[src/rtl/multicycle_control_unit.sv]
// Control unit for the shared-memory multicycle RISC-V datapath: a Moore FSM with an ALU
// sub-decoder, mem_ready stalls, a sticky illegal-opcode trap and a retired-instruction counter.
module multicycle_control_unit #(
  parameter bit WAIT_EN = 1'b1,
  parameter int CNT_W   = 32
) (
  input  logic             clk,
  input  logic             rst,
  input  logic [31:0]      instr,
  input  logic             zero_flg,
  input  logic             mem_ready,
  output logic             PCWrite,
  output logic             AdrSrc,
  output logic             MemWrite,
  output logic             IRWrite,
  output logic [1:0]       ResultSrc,
  output logic [1:0]       ALUSrcA,
  output logic [1:0]       ALUSrcB,
  output logic [1:0]       ImmSrc,
  output logic [2:0]       ALUControl,
  output logic             RegWrite,
  output logic             illegal_instr,
  output logic [3:0]       state_o,
  output logic [CNT_W-1:0] retired_cnt
);

  typedef enum logic [3:0] {
    S_FETCH    = 4'd0,
    S_DECODE   = 4'd1,
    S_MEMADR   = 4'd2,
    S_MEMREAD  = 4'd3,
    S_MEMWB    = 4'd4,
    S_MEMWRITE = 4'd5,
    S_EXECR    = 4'd6,
    S_ALUWB    = 4'd7,
    S_EXECI    = 4'd8,
    S_JAL      = 4'd9,
    S_BRANCH   = 4'd10,
    S_TRAP     = 4'd11
  } state_t;

  localparam logic [6:0] OP_LOAD   = 7'b0000011;
  localparam logic [6:0] OP_STORE  = 7'b0100011;
  localparam logic [6:0] OP_RTYPE  = 7'b0110011;
  localparam logic [6:0] OP_ITYPE  = 7'b0010011;
  localparam logic [6:0] OP_JAL    = 7'b1101111;
  localparam logic [6:0] OP_BRANCH = 7'b1100011;

  localparam logic [2:0] ALU_ADD = 3'b000;
  localparam logic [2:0] ALU_SUB = 3'b001;
  localparam logic [2:0] ALU_AND = 3'b010;
  localparam logic [2:0] ALU_OR  = 3'b011;
  localparam logic [2:0] ALU_XOR = 3'b100;
  localparam logic [2:0] ALU_SLT = 3'b101;

  state_t           state_reg;
  state_t           state_next;
  logic             illegal_reg;
  logic [CNT_W-1:0] cnt_reg;

  logic [6:0] op;
  logic [2:0] f3;
  logic       f7b5;
  logic       rdy;
  logic       retire;
  logic [1:0] alu_op;
  logic       pc_write_raw;
  logic       mem_write_raw;
  logic       ir_write_raw;
  logic       reg_write_raw;
  logic       unused_instr_bits;

  assign op   = instr[6:0];
  assign f3   = instr[14:12];
  assign f7b5 = instr[30];
  assign unused_instr_bits = ^{instr[31], instr[29:15], instr[11:7]};

  // With stalls disabled every memory access is treated as completing immediately.
  assign rdy = WAIT_EN ? mem_ready : 1'b1;

  always_comb begin
    state_next = state_reg;
    case (state_reg)
      S_FETCH:    if (rdy) state_next = S_DECODE;
      S_DECODE: begin
        case (op)
          OP_LOAD, OP_STORE: state_next = S_MEMADR;
          OP_RTYPE:          state_next = S_EXECR;
          OP_ITYPE:          state_next = S_EXECI;
          OP_JAL:            state_next = S_JAL;
          OP_BRANCH:         state_next = S_BRANCH;
          default:           state_next = S_TRAP;
        endcase
      end
      S_MEMADR:   state_next = op[5] ? S_MEMWRITE : S_MEMREAD;
      S_MEMREAD:  if (rdy) state_next = S_MEMWB;
      S_MEMWB:    state_next = S_FETCH;
      S_MEMWRITE: if (rdy) state_next = S_FETCH;
      S_EXECR:    state_next = S_ALUWB;
      S_EXECI:    state_next = S_ALUWB;
      S_JAL:      state_next = S_ALUWB;
      S_ALUWB:    state_next = S_FETCH;
      S_BRANCH:   state_next = S_FETCH;
      S_TRAP:     state_next = S_TRAP;
      default:    state_next = S_FETCH;
    endcase
  end

  // An instruction retires on the final edge of its sequence back to FETCH.
  assign retire = (state_reg == S_MEMWB) || (state_reg == S_ALUWB) ||
                  (state_reg == S_BRANCH) || ((state_reg == S_MEMWRITE) && rdy);

  always_ff @(posedge clk or posedge rst) begin
    if (rst) begin
      state_reg   <= S_FETCH;
      illegal_reg <= 1'b0;
      cnt_reg     <= '0;
    end else begin
      state_reg <= state_next;
      if (state_next == S_TRAP) illegal_reg <= 1'b1;
      if (retire) cnt_reg <= cnt_reg + CNT_W'(1);
    end
  end

  always_comb begin
    pc_write_raw  = 1'b0;
    AdrSrc        = 1'b0;
    mem_write_raw = 1'b0;
    ir_write_raw  = 1'b0;
    ResultSrc     = 2'b00;
    ALUSrcA       = 2'b00;
    ALUSrcB       = 2'b00;
    alu_op        = 2'b00;
    reg_write_raw = 1'b0;
    case (state_reg)
      S_FETCH: begin
        ALUSrcB      = 2'b10;
        ResultSrc    = 2'b10;
        ir_write_raw = rdy;
        pc_write_raw = rdy;
      end
      S_DECODE: begin
        ALUSrcA = 2'b01;
        ALUSrcB = 2'b01;
      end
      S_MEMADR: begin
        ALUSrcA = 2'b10;
        ALUSrcB = 2'b01;
      end
      S_MEMREAD: AdrSrc = 1'b1;
      S_MEMWB: begin
        ResultSrc     = 2'b01;
        reg_write_raw = 1'b1;
      end
      S_MEMWRITE: begin
        AdrSrc        = 1'b1;
        mem_write_raw = 1'b1;
      end
      S_EXECR: begin
        ALUSrcA = 2'b10;
        alu_op  = 2'b10;
      end
      S_EXECI: begin
        ALUSrcA = 2'b10;
        ALUSrcB = 2'b01;
        alu_op  = 2'b10;
      end
      S_JAL: begin
        ALUSrcA      = 2'b01;
        ALUSrcB      = 2'b10;
        pc_write_raw = 1'b1;
      end
      S_ALUWB: reg_write_raw = 1'b1;
      S_BRANCH: begin
        // f3[0] flips the sense: BEQ takes on zero, BNE on non-zero.
        ALUSrcA      = 2'b10;
        alu_op       = 2'b01;
        pc_write_raw = zero_flg ^ f3[0];
      end
      default: ;
    endcase
  end

  always_comb begin
    case (op)
      OP_STORE:  ImmSrc = 2'b01;
      OP_BRANCH: ImmSrc = 2'b10;
      OP_JAL:    ImmSrc = 2'b11;
      default:   ImmSrc = 2'b00;
    endcase
  end

  always_comb begin
    ALUControl = ALU_ADD;
    case (alu_op)
      2'b01: ALUControl = ALU_SUB;
      2'b10: begin
        case (f3)
          // op[5] separates R-type from I-type so ADDI with instr[30] set stays ADD.
          3'b000:  ALUControl = (op[5] & f7b5) ? ALU_SUB : ALU_ADD;
          3'b010:  ALUControl = ALU_SLT;
          3'b100:  ALUControl = ALU_XOR;
          3'b110:  ALUControl = ALU_OR;
          3'b111:  ALUControl = ALU_AND;
          default: ALUControl = ALU_ADD;
        endcase
      end
      default: ALUControl = ALU_ADD;
    endcase
  end

  // Write enables are killed combinationally so reset takes effect before any edge.
  assign PCWrite  = pc_write_raw  & ~rst;
  assign IRWrite  = ir_write_raw  & ~rst;
  assign MemWrite = mem_write_raw & ~rst;
  assign RegWrite = reg_write_raw & ~rst;

  assign illegal_instr = illegal_reg;
  assign state_o       = state_reg;
  assign retired_cnt   = cnt_reg;

endmodule

[config.mk]
export PLATFORM = sky130hd
export DESIGN_NAME = multicycle_control_unit
export DESIGN_NICKNAME = d
export VERILOG_FILES = /design/src/rtl/multicycle_control_unit.sv
export SDC_FILE = /design/constraint.sdc
export NUM_CORES = 1
export LEC_CHECK = 0
export ABC_AREA = 1
export CAP_MARGIN = 20
export CORE_MARGIN = 3
export CORE_UTILIZATION = 46
export DETAILED_ROUTE_END_ITERATION = 8
export PLACE_DENSITY = 0.8
export SLEW_MARGIN = 20
export SYNTH_ARGS = -nofsm -noshare
export SYNTH_HDL_FRONTEND = slang
export SYNTH_SLANG_ARGS = --single-unit
[constraint.sdc]
create_clock -name clk -period 5.78 [get_ports clk]
set_clock_uncertainty 0.05 [all_clocks]
set_input_delay 1.445 -clock clk [delete_from_list [all_inputs] [get_ports clk]]
set_output_delay 1.445 -clock clk [all_outputs]
set_load 0.02 [all_outputs]
# Word level (Yosys, flattened, before mapping)
# Index checks and enable logic that the tools add are counted.
dict set report totals {
  out_inout_bits 53
  reg_bits 37
  wordCells 69
  inputBits 36
}
dict set report op_classes {
  addsub 1
  eq_ne 24
  reduce_logical 15
  n_mux 19
  bitwise 7
}
# cell count
set ops {}
lappend ops {{$add 32x1->32 const B} 1}
lappend ops {{$pmux 4 s7} 1}
lappend ops {{$eq 4x4->1 const B} 5}
lappend ops {{$pmux 4 s5} 1}
lappend ops {{$eq 4x3->1 const B} 4}
lappend ops {{$pmux 2 s2} 4}
lappend ops {{$pmux 3 s5} 1}
lappend ops {{$eq 7x6->1 const B} 2}
lappend ops {{$eq 7x7->1 const B} 2}
lappend ops {{$mux 4} 3}
lappend ops {{$reduce_or 2->1} 6}
lappend ops {{$eq 3x3->1 const B} 3}
lappend ops {{$eq 4x2->1 const B} 2}
lappend ops {{$eq 7x2->1 const B} 1}
lappend ops {{$eq 7x5->1 const B} 1}
lappend ops {{$pmux 2 s3} 1}
lappend ops {{$pmux 3 s2} 1}
lappend ops {{$reduce_or 3->1} 2}
lappend ops {{$and 1x1->1} 5}
lappend ops {{$mux 1} 5}
lappend ops {{$eq 4x1->1 const B} 1}
lappend ops {{$logic_not 4->1} 1}
lappend ops {{$reduce_or 4->1} 1}
lappend ops {{$eq 3x2->1 const B} 1}
lappend ops {{9 further kinds} 11}

# Depth between registers and ports, before layout
dict set report depth {
  word_depth 5
  ltp_mapped 10
  depth_no_buf 10
}

# Worst setup path after synthesis
# OpenSTA, ideal clock, no wires.
dict set report synth_path {
  path_kind {input to output}
  from {input port instr[14]}
  to {output port ALUControl[2]}
  path_slack_ns 2.059
  path_stages 3
  required_ns 4.285
  arrival_time_ns 2.226
  n_path_buf 0
  cell_sequence {nand2_1 -> inv_1 -> nor4_1}
}
dict set report synth_via {
  elab_chain_len 3
  word_cells_on_any_way 7
  classes_between {eq/ne (4); mux (2); reduce/logical (1)}
}
# item line_no
set synth_rtl {}
lappend synth_rtl {{start: declaration} 9} ;# input logic [31:0] instr,
lappend synth_rtl {{$eq 3x3->1 (tied with other cells)} 198} ;# case (f3)
lappend synth_rtl {{$pmux 3 s5 (*)} 198}
lappend synth_rtl {{$pmux 3 s2 (*)} 195} ;# case (alu_op)
lappend synth_rtl {{end: declaration} 20} ;# output logic [2:0] ALUControl,
# Mark *: on every way between the ends. The rest lies on a longest branch, timed or not.

# Final worst setup path
dict set report layout_path {
  from {input port instr[5]}
  to {output port ALUControl[0]}
}
dict set report layout_via {
  elab_chain_len 4
}
# item line_no
set layout_rtl {}
lappend layout_rtl {{$and 1x1->1} 200} ;# 3'b000: ALUControl = (op[5] & f7b5) ? ALU_SUB : ALU_ADD;
lappend layout_rtl {{$mux 1} 200}
lappend layout_rtl {{$pmux 3 s5} 198}
lappend layout_rtl {{$pmux 3 s2} 195}
# Every way passes these cells.

==> results.md <==
- Antenna Nets Post-Route: 0
- Nets: 517
- Max-slew violation count: 0
- # DRC: 0
- Post-DP Area: 3410 µm²
- Sw Share: between 40% and 50%
- DP Wirelength: 5610 µm
- Synth Cell Area: approximately 2700 µm²
- Worst-path maximum fanout: 4
- Clk_lat worst skew: 0.29 ns
- Fin area: 3530 µm²
- Yosys warns: 0
- Setup CP Type: in -> out
- Die H: 82.4 µm
- Crit path largest cell delay: ~0.63 ns
- Post-layout util: about 63%
- Sum Neg Setup Slack: 0 ns
- Total GRT Usage: 22.9%
- Reg area: 926 µm²
- CTS tree: yes
- Wirelength per Cell: 12.7 µm
- Seq/Total Area, Yosys: between 30 and 40%
- Count of filler cells inserted in the layout: about 530
- P_sw: 0.000487 W
- Buffers on Ports: 67
- Setup crit start kind: input port
- Placement Setup Slack: 1.17 ns
- Gate power share: a little under half
- Layout cells sized above 1: 7.52%
- Internal: between 0.0006 and 0.0007 W
- WP data arrival: 3.09 ns
- Die X: 82.4 µm
- Vias in the first global route: 2,710
- CORE AREA: 5570 µm²
- Status: complete, no violations
- Rel. slew slack: a little over two fifths
- Max Freq: 0.218 GHz
- Area growth syn-to-layout: 31.4%
- Seq cells post-synth: 37
- Final worst-path cycle share: 79.3%
- PwrDens: 317 nW/µm²
- Max Cap Viol: 0
- Worst-Margin Slew: 0.848 ns
- Grt ovf: 0
- I/O pins: 89
- Post-synth net total: around 450
- Vias per inst: 5.00
- Detailed router's first-iteration violation count: 167
- Total routed wirelength: between 7000 and 8000 µm
- CTS resizes: 0
- Final Wtd Congestion: 0.899
- Die area: 6790 µm²
- Clock-pin slew on the worst setup and hold paths: 0.08 ns
- Post-Synthesis Cells: 407
- Most used cell, CP: clkdlybuf4s50_1
- CP max-delay cell: clkdlybuf4s50_1
- CTS sink count: 37
- Setup bufs post-CTS: 0
- Initial Util: between 40% and 50%
- Maximum VDD drop: around 0.3 mV
- CP Cell Sequence: clkdlybuf4s50_1, inv_1, nor3b_1, o21bai_1, a21oi_1, clkdlybuf4s50_1
- Setup Viol. Count Final: 0
- Setup ws final: 1.20 ns
- RSZ-0062 raised after global routing: no
- Clk buf depth: 2
- Diode count: 0
- Global-route wire length before repair: around 12,000 µm
- CP required: 4.28 ns
- Crit path capture type: output port
- Hold Buf Count CTS: 0
- Sequential power share: 31.3%
- Hold Violations, Final: 0
- HP Class: reg -> reg
- H-tree depth: 2
- Synth cell types: 30
- Via count: 2,755
- Min Tclk post-route: 4.58 ns
- Pleak: roughly 1.6 nW
- Largest net degree at the start of global routing: 39
- CTS Buf Count: 5
- Mean Syn Cell Area: 6.60 µm²
- Footprint of the multi-input gates: 1510 µm²
- Clock root cell: clkbuf_8
- Initial antenna violation count: 0
- # rows: 27
- DRT Pass-1 Iters: 4
- Clock power frac: a little over a fifth
[critical path, delay by kind of cell]
| kind | cells | cell delay (ns) |
|---|---|---|
| buf+inv | 3 | 1.24 |
| simple gates | 1 | 0.18 |
| compound gates | 2 | 0.22 |
[cells in the mapped netlist]
master    count  area, µm²
nand2_4       2       22.5
ha_1          3       37.5
o21bai_1      1       7.51
nand3b_1      7       52.6
a21oi_1       6       30.0
nor3b_1       1       7.51
nand4_1       7       43.8
o21ai_2       1       8.76
nor3_2        4       40.0
o21ai_0       4       20.0
nor4_1        1       6.26
nand3_2       1       10.0
nor3_1       19       95.1
buf_8         1       15.0
buf_4         1       7.51
o21ai_1      10       50.1
nor2_4        3       33.8
xnor2_1       5       43.8
inv_1        48        180
nand3_1      17       85.1
nor2_1       54        203
a22oi_1       1       7.51
inv_2         7       26.3
nand2_2       3       18.8
nand2_1     144        541
nand3_4       1       17.5
xor2_1       11       96.3
buf_6         2       22.5
dfrtp_1      37        926
nor2_2        5       31.3
[final timing paths]
check / start / to / slack (ns) / cells after the start
min in group asynchronous: rst / retired_cnt[7] / 1.62 / 3
worst min-delay path: illegal_instr / illegal_instr / 0.43 / 2
worst max register to register: state_o[0] / retired_cnt[15] / 3.58 / 7
worst min register to register: illegal_instr / illegal_instr / 0.43 / 2
max in group asynchronous: rst / retired_cnt[24] / 3.72 / 3
worst max-delay path: instr[5] / ALUControl[0] / 1.20 / 6
[logic make-up after synthesis]
| group | Yosys count | synth area share [%] |
|---|---|---|
| simple gates | 269 | 44.9 |
| buf+inv | 59 | 9.36 |
| flops | 37 | 34.5 |
| compound gates | 23 | 4.61 |
| xor+xnor | 16 | 5.22 |
| fa+ha+maj | 3 | 1.40 |
[cell usage in the layout, fill, tap and decap left out, types with 3 or more instances in the layout]
| cell | count |
|---|---|
| nand2_1 | 144 |
| clkdlybuf4s50_1 | 67 |
| nor2_1 | 54 |
| inv_1 | 48 |
| dfrtp_1 | 37 |
| nor3_1 | 19 |
| nand3_1 | 17 |
| xor2_1 | 11 |
| o21ai_1 | 10 |
| nand4_1 | 7 |
| inv_2 | 7 |
| nand3b_1 | 7 |
| a21oi_1 | 6 |
| clkbuf_8 | 6 |
| nor2_2 | 5 |
| xnor2_1 | 5 |
| nor3_2 | 4 |
| o21ai_0 | 4 |
| nand2_2 | 3 |
| nor2_4 | 3 |
| ha_1 | 3 |
[flip-flops by register name, summed over array words and instances, names as in the netlist]
register	flops
illegal_instr	1
retired_cnt	32
state_o	4
[power groups by stage]
stage	Sequential [W]	Combinational, W	Clock, W
after floorplan	0.000381	0.000318	0
after global placement	0.000354	0.000521	0
after global routing	0.000358	0.000583	0.000256
final	0.000351	0.000527	0.000241
after CTS	0.000350	0.000531	0.000246
after detailed placement	0.000355	0.000527	0
[stage by stage]
stage               power (W)  hold WS (ns)  instances
detailed placement   0.000883         0.407        543
finish                0.00112         0.429        551
floorplan            0.000699         0.524        407
global route          0.00120         0.458        551
global placement     0.000876         0.408        543
CTS                   0.00113         0.437        551
[layer usage]
layer	vias up	track usage (%)	routed length, µm	part of all wire, %
met1	1243	28.3	3130	45
met2	87	38.6	3370	48
met3	15	4.45	372	5.3
met5	-	0	0	0
li1	1410	-	-	-
met4	0	9.63	134	1.9
[final cells by class]
class	instances	share of cell area [%]
clock buffer	6	2.34
clock inverter	2	1.06
inverter	55	5.85
multi-input combinational	311	42.8
sequential	37	26.2
tap	72	2.55
timing repair buffer	68	19.2
(Power assumes the default switching activity.)
